$ cat config.mk
export PLATFORM = sky130hd
export DESIGN_NAME = write_back_buf
export DESIGN_NICKNAME = d
export VERILOG_FILES = /design/src/rtl/write_back_buf.sv
export SDC_FILE = /design/constraint.sdc
export NUM_CORES = 1
export LEC_CHECK = 0
export ABC_AREA = 1
export BUFFER_PORTS_ARGS = -buffer_cell sky130_fd_sc_hd__clkbuf_2
export CORE_MARGIN = 2
export CORE_UTILIZATION = 35
export DETAILED_ROUTE_END_ITERATION = 10
export PLACE_DENSITY = 0.61
export SYNTH_ARGS = -nofsm -noshare
export SYNTH_HDL_FRONTEND = slang
export SYNTH_SLANG_ARGS = --single-unit
$ cat constraint.sdc
create_clock -name i_clk -period 3.7 [get_ports i_clk]
set_input_delay 0.74 -clock i_clk [delete_from_list [all_inputs] [get_ports i_clk]]
set_output_delay 0.74 -clock i_clk [all_outputs]
set_load 0.1 [all_outputs]
$ cat src/rtl/write_back_buf.sv
// Write-back stage: selects the result source, formats loads, and queues retiring
// register writes in a DEPTH-entry buffer drained by a valid/ready register-file port.
// Optional retired-instruction counter on or_instret is enabled with `define WB_INSTRET_EN.
module write_back_buf #(
  parameter int XLEN  = 32,
  parameter int XADDR = 5,
  parameter int DEPTH = 4
) (
  input  logic                          i_clk,
  input  logic                          i_rst,
  input  logic                          i_valid,
  output logic                          o_ready,
  input  logic                          i_flush,
  input  logic [1:0]                    i_src,
  input  logic [XADDR-1:0]              i_rd_addr,
  input  logic                          i_rd_write,
  input  logic [XLEN-1:0]               i_alu_data,
  input  logic [XLEN-1:0]               i_mem_data,
  input  logic [XLEN-1:0]               i_csr_data,
  input  logic [XLEN-1:0]               i_pc,
  input  logic [2:0]                    i_funct3,
  input  logic [$clog2(XLEN/8)-1:0]     i_addr_lo,
  input  logic                          i_rf_ready,
  output logic                          or_valid,
  output logic [XADDR-1:0]              or_rd_addr,
  output logic                          or_rd_write,
  output logic [XLEN-1:0]               or_rd_data,
  output logic                          or_stall
`ifdef WB_INSTRET_EN
  ,
  output logic [63:0]                   or_instret
`endif
);

  localparam int OFFW = $clog2(XLEN/8);
  localparam int SHW  = OFFW + 3;
  localparam int PTRW = $clog2(DEPTH);
  localparam int CNTW = PTRW + 1;
  localparam bit WORD_EXT = (XLEN == 64);

  localparam logic [1:0] SRC_ALU = 2'b00;
  localparam logic [1:0] SRC_LD  = 2'b01;
  localparam logic [1:0] SRC_PC4 = 2'b10;

  // ---------------------------------------------------------------
  // Load lane extraction
  // ---------------------------------------------------------------
  logic [SHW-1:0]  byte_sh;
  logic [SHW-1:0]  half_sh;
  logic [7:0]      ld_b;
  logic [15:0]     ld_h;
  logic [31:0]     ld_w;
  logic [XLEN-1:0] ld_fmt;

  assign byte_sh = {i_addr_lo, 3'b000};
  // Halfword lane ignores the low offset bit, so misaligned offsets round down.
  assign half_sh = {i_addr_lo[OFFW-1:1], 4'b0000};
  assign ld_b    = i_mem_data[byte_sh +: 8];
  assign ld_h    = i_mem_data[half_sh +: 16];

  generate
    if (XLEN == 64) begin : g_word64
      assign ld_w = i_mem_data[{i_addr_lo[OFFW-1], 5'b00000} +: 32];
    end else begin : g_word32
      assign ld_w = i_mem_data[31:0];
    end
  endgenerate

  always_comb begin
    ld_fmt = i_mem_data;
    case (i_funct3)
      3'b000: ld_fmt = XLEN'($signed(ld_b));
      3'b100: ld_fmt = XLEN'(ld_b);
      3'b001: ld_fmt = XLEN'($signed(ld_h));
      3'b101: ld_fmt = XLEN'(ld_h);
      3'b010: if (WORD_EXT) ld_fmt = XLEN'($signed(ld_w));
      3'b110: if (WORD_EXT) ld_fmt = XLEN'(ld_w);
      default: ld_fmt = i_mem_data;
    endcase
  end

  // ---------------------------------------------------------------
  // Result select and entry formatting
  // ---------------------------------------------------------------
  logic [XLEN-1:0] push_data;
  logic            push_we;

  always_comb begin
    case (i_src)
      SRC_ALU: push_data = i_alu_data;
      SRC_LD:  push_data = ld_fmt;
      SRC_PC4: push_data = i_pc + XLEN'(4);
      default: push_data = i_csr_data;
    endcase
  end

  // x0 writes still occupy a slot and retire, but never reach the register file.
  assign push_we = i_rd_write && (i_rd_addr != '0);

  // ---------------------------------------------------------------
  // Retire buffer
  // ---------------------------------------------------------------
  logic [XLEN-1:0]  buf_data [DEPTH];
  logic [XADDR-1:0] buf_addr [DEPTH];
  logic             buf_we   [DEPTH];

  logic [PTRW-1:0] wr_ptr;
  logic [PTRW-1:0] rd_ptr;
  logic [CNTW-1:0] count;
  logic            head_we;

  logic            push_en;
  logic            pop_en;
  logic [CNTW-1:0] count_after_pop;
  logic [CNTW-1:0] count_nxt;
  logic [PTRW-1:0] rd_ptr_nxt;
  logic            load_head;
  logic            head_from_push;

  assign o_ready = (count != CNTW'(DEPTH));

  always_comb begin
    push_en         = i_valid && o_ready && !i_flush;
    pop_en          = or_valid && i_rf_ready && !i_flush;
    count_after_pop = count - CNTW'(pop_en);
    count_nxt       = count_after_pop + CNTW'(push_en);
    rd_ptr_nxt      = rd_ptr + PTRW'(pop_en);
    // Head registers move only when the head is consumed or the buffer fills from empty.
    load_head       = (count_nxt != '0) && (pop_en || (count == '0));
    head_from_push  = push_en && (count_after_pop == '0);
  end

  always_ff @(posedge i_clk) begin
    if (push_en) begin
      buf_data[wr_ptr] <= push_data;
      buf_addr[wr_ptr] <= i_rd_addr;
      buf_we[wr_ptr]   <= push_we;
    end
  end

  always_ff @(posedge i_clk) begin
    if (i_rst) begin
      wr_ptr     <= '0;
      rd_ptr     <= '0;
      count      <= '0;
      or_valid   <= 1'b0;
      or_stall   <= 1'b0;
      or_rd_addr <= '0;
      or_rd_data <= '0;
      head_we    <= 1'b0;
    end else if (i_flush) begin
      wr_ptr   <= '0;
      rd_ptr   <= '0;
      count    <= '0;
      or_valid <= 1'b0;
      or_stall <= 1'b0;
    end else begin
      wr_ptr   <= wr_ptr + PTRW'(push_en);
      rd_ptr   <= rd_ptr_nxt;
      count    <= count_nxt;
      or_valid <= (count_nxt != '0);
      or_stall <= (count_nxt == CNTW'(DEPTH));
      if (load_head) begin
        if (head_from_push) begin
          or_rd_addr <= i_rd_addr;
          or_rd_data <= push_data;
          head_we    <= push_we;
        end else begin
          or_rd_addr <= buf_addr[rd_ptr_nxt];
          or_rd_data <= buf_data[rd_ptr_nxt];
          head_we    <= buf_we[rd_ptr_nxt];
        end
      end
    end
  end

  assign or_rd_write = head_we && or_valid;

`ifdef WB_INSTRET_EN
  always_ff @(posedge i_clk) begin
    if (i_rst) begin
      or_instret <= '0;
    end else if (pop_en) begin
      or_instret <= or_instret + 64'd1;
    end
  end
`endif

endmodule
==> flow_summary.yaml, run 1 <==
outcome:
  outcome: "complete, no violations"
setup_path:
  path_buf_inv: 5
  reg2reg_to: "or_rd_data[30]"
  critPathKind: "in2reg"
  rrSetupSlack_ns: 1.10
  cp_data_required_time_ns: 4.03
  startpoint: "i_flush"
  r2r-start: "count[0]"
  cp_slowest_cell: "buf_4"
  cp_max_fo: 22
  max_stage_delay_ns: 0.33
  critPathTopFamily: "simple AND/OR/NAND/NOR gates"
  cp-start-kind: "primary input"
  crit_arrival_ns: 3.04
  end_kind: "flip-flop"
  crit_chain: "clkbuf_2 > inv_1 > nand3_1 > inv_1 > ha_1 > inv_1 > ha_1 > ha_1 > xnor2_1 > nand3_1 > nand2_2 > buf_4 > nand2_1 > nand2_1 > a21oi_1"
  r2r_cells: 13
clocking:
  clockBufferDepth: 2
  root_buffer: "clkbuf_16"
  cts_buffers: 17
  path_clk_slew_ns: 0.08
  cts.sinks: 199
  post-cts-setup-buffers: 0
  cts_resized: 0
  cts_hold_repair.buffers: 0
  clk_latency_ns: 0.45
  cts.htree.levels: 4
  cts_tree: "done"
global_routing:
  grt_pass1_vias: 9258
  grt-ovfl-total: 0
  grtUsageTotal: 0.2200
  grt_pass1_wl_mm: 54.42
  grt_max_degree: 77
  antenna_found_initial: 2
timing:
  timing.final.crit_share: 0.7337
  rsz0062_at_grt: "no"
  slew_headroom: 0.3874
  fmax_mhz: 368.4
  worst_slew_pin_slew_ns: 0.9190
  post-route-min-period_ns: 2.715
  drv_slew: 0
  skew_ns: 0.01132
  finalSetupViolations: 0
  final-hold-violation-count: 0
cells_and_area:
  register_area_um2: 5505
  area_growth_pct: 17.98
  multi_input_area_um2: 4552
  num_antenna_cells: 0
  final_cells: 1951
  drive_above_1_share: 0.1878
  fin_nets: 1695
  fillers: 3150
  final_area_um2: 12740
floorplanning:
  die_w_um: 179.7
  dieArea_um2: 32280
  io_pins: 187
  start_util: 0.3540
  rows: 64
  core_um2: 30510
  dieHeight_um: 179.7
yosys:
  synth_ff_type: "edfxtp_1"
  ys_warn_count: 0
  yosysTopAreaCell: "edfxtp_1"
  netlist_instances: 1377
  syn_nets: 1530
  synthTopCellsByArea: "edfxtp_1, nand2_1, dfxtp_1"
  synth.most_common_cell: "nand2_1"
  synthArstFlopShare: 0
  synth.lib_cells_used.distinct: 42
  synth-seq-area-share: 0.5098
  syn_avg_cell_area_um2: 7.842
  synth-seq-cells: 199
  synth_edf_count: 152
  syn_area_um2: 10800
  netlist_top_cells_count: "nand2_1, nor2_1, edfxtp_1"
  synth_top_area_share: 0.4227
placement:
  dp.cells: 1919
  port_buffers: 186
  routabilityCongestion: 0.9592
  dpl.hpwl_mm: 25.75
  dpl-instance-area_um2: 12130
drt:
  vias: 9816
  wire_per_inst_um: 18.35
  first_iter_violations: 734
  vias_per_cell: 5.031
  detail-route-antenna-nets: 0
  drt-total-wl_mm: 35.79
  drtPass1Iterations: 5
  drc: 0
flow_run:
  cap_violations: 0
worst_hold_path:
  hp-class: "reg2reg"
  whs_endpoint: "or_rd_addr[0]"
  hold_depth: 2
  hold_start: "or_rd_addr[0]"
power:
  pwr_density_cell_nw_per_um2: 434.7
  power_leakage_nw: 5.562
  peakVddDrop_uv: 307.7
[how the worst max path moves through the flow]
stage                                 to  slack, ns  cells past startpoint
after global placement    or_rd_data[23]       0.67                     15
after floorplan           buf_addr[0][0]      -0.81                      4
after global routing      or_rd_data[29]       0.76                     15
after CTS                 or_rd_data[24]       0.99                     14
after detailed placement  or_rd_data[23]       0.53                     15
final                     or_rd_data[30]       0.99                     15
[layout make-up]
| cell class | instances | area share |
|---|---|---|
| Sequential cell | 199 | 0.4321 |
| Multi-Input combinational cell | 999 | 0.3573 |
| Timing Repair Buffer | 210 | 0.09015 |
| Tap cell | 396 | 0.03889 |
| Inverter | 115 | 0.03398 |
| Clock buffer | 17 | 0.03339 |
| Clock inverter | 15 | 0.01424 |
[per-layer routing]
metal / routed length [µm] / track usage / vias up
li1: - / - / 4844
met1: 16200 / 0.3106 / 4505
met2: 16360 / 0.3554 / 435
met3: 2757 / 0.03728 / 30
met4: 465 / 0.04683 / 2
met5: 16 / 0 / -
[metrics by stage]
step,power [mW],hold slack (ns),setup TNS [ns],worst slack [ns],utilization
after floorplan,3.371,0.4913,-122.40,-0.8054,-
after global placement,3.701,0.4617,0,0.6659,0.3977
after detailed placement,3.709,0.4698,0,0.5323,0.3977
after CTS,5.563,0.4818,0,0.9919,0.4176
after global routing,5.743,0.4948,0,0.7555,0.4176
final,5.538,0.4805,0,0.9855,0.4176
[power by group]
| group | leakage [nW] | total (mW) | internal [mW] | switching, mW |
|---|---|---|---|---|
| combinational | 3.50 | 1.12 | 0.273 | 0.845 |
| sequential | 1.77 | 2.55 | 2.51 | 0.0380 |
| clock | 0.292 | 1.87 | 0.916 | 0.959 |
| total | 5.56 | 5.54 | 3.70 | 1.84 |
[logic make-up after synthesis]
family | Yosys count | share of synthesized area
flip-flops | 199 | 0.5098
buffers and inverters | 179 | 0.07195
XOR/XNOR | 4 | 0.003245
AND/OR/NAND/NOR | 757 | 0.2893
AO/OA/AOI/OAI | 231 | 0.1176
adder cells (fa/ha/maj) | 7 | 0.008110
[sequential cells by signal, indices dropped and copies added (netlist names)]
signal      flops
or_rd_data     32
or_stall        1
buf_data      128
head_we         1
or_valid        1
wr_ptr          2
buf_we          4
buf_addr       20
rd_ptr          2
count           3
or_rd_addr      5
[worst register-to-register path, delay by kind of cell (launching register included)]
| family | cells | cell delay, ns |
|---|---|---|
| compound gates | 1 | 0.05 |
| xor+xnor | 1 | 0.28 |
| fa+ha+maj | 2 | 0.42 |
| buf+inv | 3 | 0.52 |
| flops | 1 | 0.32 |
| simple gates | 6 | 0.90 |
[placed cells by master (no fill, tap or decap), types with 5 or more instances in the layout]
master,Yosys,routed
dfxtp_1,47,47
nor2_1,206,205
a21boi_0,19,19
nand3_1,86,86
nand2_1,403,402
a21oi_1,107,107
clkbuf_2,0,186
and2_1,8,8
inv_1,111,110
buf_4,1,21
ha_1,7,6
o21bai_1,8,8
nand4_1,5,5
clkinv_8,0,6
or2_2,30,30
o21ai_0,79,79
o22ai_1,5,5
clkbuf_16,0,17
edfxtp_1,152,152
Power figures use the tool's default switching activity.
==> inputs of run 2 (changes only) <==
clock period = 2.3 ns   (was 3.7 ns; I/O delays follow)
==> run 2 against run 1 <==
Against the previous run: non-clock buffer count grew 49; clock skew grew 0.0046 ns; hold slack lost 0.21 ns; flip-flop and latch count is the same; power grew 65%; cell area grew 5.4%; die area is the same; sequential power grew 61%; sequential share of layout area shrank 2.2 points; wire length grew 2.5%; critical endpoint is now or_rd_data[29]; highest routed layer is now met4.
==> flow_summary.yaml, run 2 (synthesized netlist as in run 1, its figures left out) <==
setup_path:
  end_kind: "flip-flop"
  crit_chain: "nand3_1 > inv_1 > ha_1 > ha_1 > inv_1 > ha_1 > xnor2_2 > nand3_2 > nand2_8 > clkbuf_16 > nand2_1 > nand2_1 > a21oi_2"
  crit_top_cell: "ha_1"
  max_stage_delay_ns: 0.35
  critPathKind: "reg2reg"
  cp_slowest_cell: "dfxtp_4"
  rrSetupSlack_ns: 0.08
  cp_data_required_time_ns: 2.64
  crit_arrival_ns: 2.56
  cp-start-kind: "flip-flop"
  cp_max_fo: 19
clocking:
  cts_buffers: 17
  root_buffer: "clkbuf_16"
  cts.sinks: 199
  cts_tree: "done"
  path_clk_slew_ns: 0.08
  cts.htree.levels: 4
  clk_latency_ns: 0.45
  clockBufferDepth: 2
drt:
  drt-total-wl_mm: 36.68
  dr_wl_met3_mm: 2.450
  wl_met1_mm: 16.38
  first_iter_violations: 851
  vias_per_cell: 5.042
  detail-route-antenna-nets: 0
  drtPass1Iterations: 5
  wire_per_inst_um: 18.34
  vias: 10080
  met2_length_mm: 17.00
  top_layer: "met4"
  drc: 0
global_routing:
  grt-ovfl-total: 0
  grt_pass1_vias: 9579
  grt_max_degree: 39
  grtUsageTotal: 0.2247
  antenna_found_initial: 0
  grt_pass1_wl_mm: 55.73
cells_and_area:
  fin_nets: 1744
  fillers: 3043
  final_common_cell: "nand2_1"
  post-route-util: 0.4401
  largest_reg_flops: 128
  num_antenna_cells: 0
  mostFrequentLayoutCells: "nand2_1, nor2_1, clkbuf_2, edfxtp_1, inv_1"
  largest-register: "buf_data"
  area_growth_pct: 24.34
  largestRegisters: "buf_data (128), or_rd_data (32), buf_addr (20)"
  drive_above_1_share: 0.2182
timing:
  layout_setup_ws_ns: 0.08292
  worst_slew_pin_slew_ns: 0.8406
  timing.final.crit_share: 0.9639
  slew_headroom: 0.4322
  post-route-min-period_ns: 2.217
  drv_slew: 0
  whs_ns: 0.2708
  rsz0062_at_grt: "yes"
  finalSetupViolations: 0
  fmax_mhz: 451.0
  final-hold-violation-count: 0
  fin_setup_tns_ns: 0
  skew_ns: 0.01596
power:
  p_seq_frac: 0.448
  pwr_density_cell_nw_per_um2: 681.5
  peakVddDrop_uv: 531.9
  p_comb_frac: 0.211
  p_sw_mw: 3.075
  power_leakage_nw: 5.902
  switching_share: 0.3360
  p_clk_frac: 0.342
  intPower_mw: 6.077
floorplanning:
  core_um2: 30510
  rows: 64
  dieHeight_um: 179.7
  io_pins: 187
  dieArea_um2: 32280
  die_w_um: 179.7
  start_util: 0.3540
placement:
  pre_cts_slack_ns: -0.2066
  port_buffers: 186
  routabilityCongestion: 0.9073
  dpl.hpwl_mm: 26.92
flow_run:
  cap_violations: 0
worst_hold_path:
  hp-class: "in2reg"
outcome:
  outcome: "complete, no violations"
-- run 2: path summary, 6_finish.rpt --
path / start / endpoint / depth (start not counted)
setup / recovery: or_valid / or_rd_data[29] / 13
hold / removal: i_rd_addr[2] / buf_addr[3][2] / 1
setup reg to reg: or_valid / or_rd_data[29] / 13
hold reg to reg: or_rd_addr[1] / or_rd_addr[1] / 2
-- run 2: per-layer routing --
layer,global-route usage,vias up
li1,-,4952
met1,0.3103,4689
met2,0.3620,401
met3,0.04011,42
met4,0.06439,0
met5,0,-
-- run 2: layout make-up --
type | instances | area, µm² | area share
flip-flops and latches | 199 | 5510 | 0.4104
multi-input cells | 999 | 4627 | 0.3446
repair buffers | 259 | 1725 | 0.1285
well taps | 396 | 495.5 | 0.03690
inverters | 115 | 432.9 | 0.03224
clock buffers | 17 | 425.4 | 0.03168
clock inverters | 15 | 211.5 | 0.01575
-- run 2: power by group through the flow --
stage / combinational, mW / sequential (mW) / clock, mW
after floorplan: 0.749 / 4.68 / 0
final: 1.93 / 4.10 / 3.13
after CTS: 1.88 / 4.10 / 3.17
after global routing: 2.08 / 4.11 / 3.31
after detailed placement: 1.88 / 4.18 / 0
after global placement: 1.86 / 4.18 / 0
-- run 2: worst max-delay path, delay by kind of cell (launching register included) --
kind	cells	cell delay, ns
AOI/OAI and AO/OA	1	0.04
buffers and inverters	3	0.32
DFF	1	0.35
and+or+nand+nor	5	0.56
adders and majority gates	3	0.66
xor gates and xnor gates	1	0.18
-- run 2: repair_timing --
action | in CTS | in global routing
setup buffers | 0 | 1
gates resized for setup | 0 | 5
setup endpoints to repair | 0 | 37
hold buffers | 0 | 0
-- run 2: metrics by stage --
stage                     power [mW]  area [µm²]  cells
after detailed placement       6.060       12730   1966
final                          9.151       13430   2000
after global routing           9.502       13430   2000
after CTS                      9.150       13370   1998
after floorplan                5.428       10880   1377
after global placement         6.040       12730   1966
==> inputs of run 3 (changes only) <==
CTS_BUF_LIST = sky130_fd_sc_hd__clkbuf_4 sky130_fd_sc_hd__clkbuf_8   (was not set)
==> run 3 against run 2 <==
Against the previous run: fmax shrank 0.42%; combinational power is essentially flat; utilization shrank 0.52 points; first-iteration DRC count grew 1.8%; hold slack lost 0.047 ns; critical path type unchanged; clock power shrank 24%; register-to-register slack is essentially flat; critical path depth is the same; sequential power is essentially flat; clock-buffer cell count is the same.
==> flow_summary.yaml, run 3 (synthesized netlist as in run 1, its figures left out) <==
outcome:
  outcome: "complete, no violations"
cells_and_area:
  largest_reg_flops: 128
  fin_nets: 1745
  final_area_um2: 13270
  drive_above_1_share: 0.2199
  largestRegisters: "buf_data (128), or_rd_data (32), buf_addr (20)"
  area_growth_pct: 22.86
  num_antenna_cells: 0
  largest-register: "buf_data"
  mostFrequentLayoutCells: "nand2_1, nor2_1, clkbuf_2, edfxtp_1, inv_1"
  final_common_cell: "nand2_1"
drt:
  first_iter_violations: 866
  detail-route-antenna-nets: 0
  vias: 10070
  wire_per_inst_um: 18.38
  vias_per_cell: 5.032
  drt-total-wl_mm: 36.79
  drtPass1Iterations: 5
  drc: 0
timing:
  skew_ns: 0.01924
  rsz0062_at_grt: "yes"
  slew_headroom: 0.4321
  timing.final.crit_share: 0.9680
  finalSetupViolations: 0
  post-route-min-period_ns: 2.226
  fmax_mhz: 449.2
  final-hold-violation-count: 0
  drv_slew: 0
  worst_slew_pin_slew_ns: 0.8408
clocking:
  root_buffer: "clkbuf_8"
  cts_tree: "done"
  cts.sinks: 199
  clk_latency_ns: 0.49
  clockBufferDepth: 2
  cts.htree.levels: 4
  path_clk_slew_ns: 0.12
  cts_hold_repair.buffers: 0
  cts_buffers: 17
floorplanning:
  rows: 64
  dieArea_um2: 32280
  die_w_um: 179.7
  io_pins: 187
  start_util: 0.3540
  dieHeight_um: 179.7
  core_um2: 30510
worst_hold_path:
  hold_depth: 1
  hp-class: "in2reg"
  hold_start: "i_rd_addr[2]"
setup_path:
  critPathKind: "reg2reg"
  crit_arrival_ns: 2.62
  cp_max_fo: 19
  rrSetupSlack_ns: 0.07
  r2r-start: "or_valid"
  cp_data_required_time_ns: 2.69
  r2r_cells: 13
  cp-start-kind: "flip-flop"
  startpoint: "or_valid"
  end_kind: "flip-flop"
power:
  pwr_density_cell_nw_per_um2: 635.6
  peakVddDrop_uv: 362.5
  power_leakage_nw: 5.828
  power_mw: 8.433
global_routing:
  grt_max_degree: 39
  grt-ovfl-total: 0
  grt_pass1_wl_mm: 55.52
  grt_pass1_vias: 9543
  grtUsageTotal: 0.2236
  antenna_found_initial: 0
flow_run:
  cap_violations: 0
placement:
  dpl.hpwl_mm: 26.92
  routabilityCongestion: 0.9073
  dpl-instance-area_um2: 12730
  port_buffers: 186
## run 3: changes by cell type in the layout (fill, tap and decap cells not counted), sizes merged
cell and change:
clkbuf +1
## run 3: area by class of cell
class                           instances  area [µm²]
Sequential cell                       199        5510
Tap cell                              396       495.5
Clock inverter                         15       211.5
Fill cell                            3064       17240
Clock buffer                           17       234.0
Multi-Input combinational cell        999        4633
Inverter                              115       432.9
Timing Repair Buffer                  260        1750
## run 3: final timing paths
check | endpoint
max reg2reg | or_rd_data[29]
min reg2reg | or_rd_addr[1]
max | or_rd_data[29]
min | buf_addr[2][2]
## run 3: through the flow
step                        util  setup TNS [ns]  setup slack [ns]  hold slack (ns)  cells
after global placement    0.4173          -3.678           -0.1264           0.4574   1966
after detailed placement  0.4173          -7.614           -0.2066           0.4555   1966
after floorplan                -               0           0.01006           0.4913   1377
final                     0.4349               0           0.07368           0.2235   2001
after global routing      0.4349         -0.6389          -0.04176           0.2051   2001
after CTS                 0.4319               0           0.01658           0.1915   1998
## run 3: report_power, final
part	leakage [nW]	switching (mW)	internal [mW]	total, mW
Combinational	3.84	1.41	0.532	1.94
Clock	0.217	1.52	0.879	2.39
Sequential	1.77	0.0658	4.03	4.10
## run 3: per-layer routing
layer | vias to the layer above | wire [µm] | track usage
met5 | - | 0 | 0
met4 | 0 | 770 | 0.06504
met1 | 4720 | 16780 | 0.3097
met3 | 44 | 2140 | 0.03809
li1 | 4943 | - | -
met2 | 363 | 17090 | 0.3600
## run 3: what timing repair did
item | in CTS | in global routing
setup endpoints to repair | 0 | 37
gates resized for setup | 0 | 7
setup buffers | 0 | 1
## run 3: worst max-delay path: stages, from the launching register on
cell and delay, ns:
dfxtp_4 0.36, nand3_1 0.09, inv_1 0.06, ha_1 0.18
ha_1 0.26, inv_1 0.05, ha_1 0.22, xnor2_2 0.18
nand3_2 0.17, nand2_8 0.18, clkbuf_16 0.21, nand2_1 0.06
nand2_1 0.07, a21oi_2 0.04
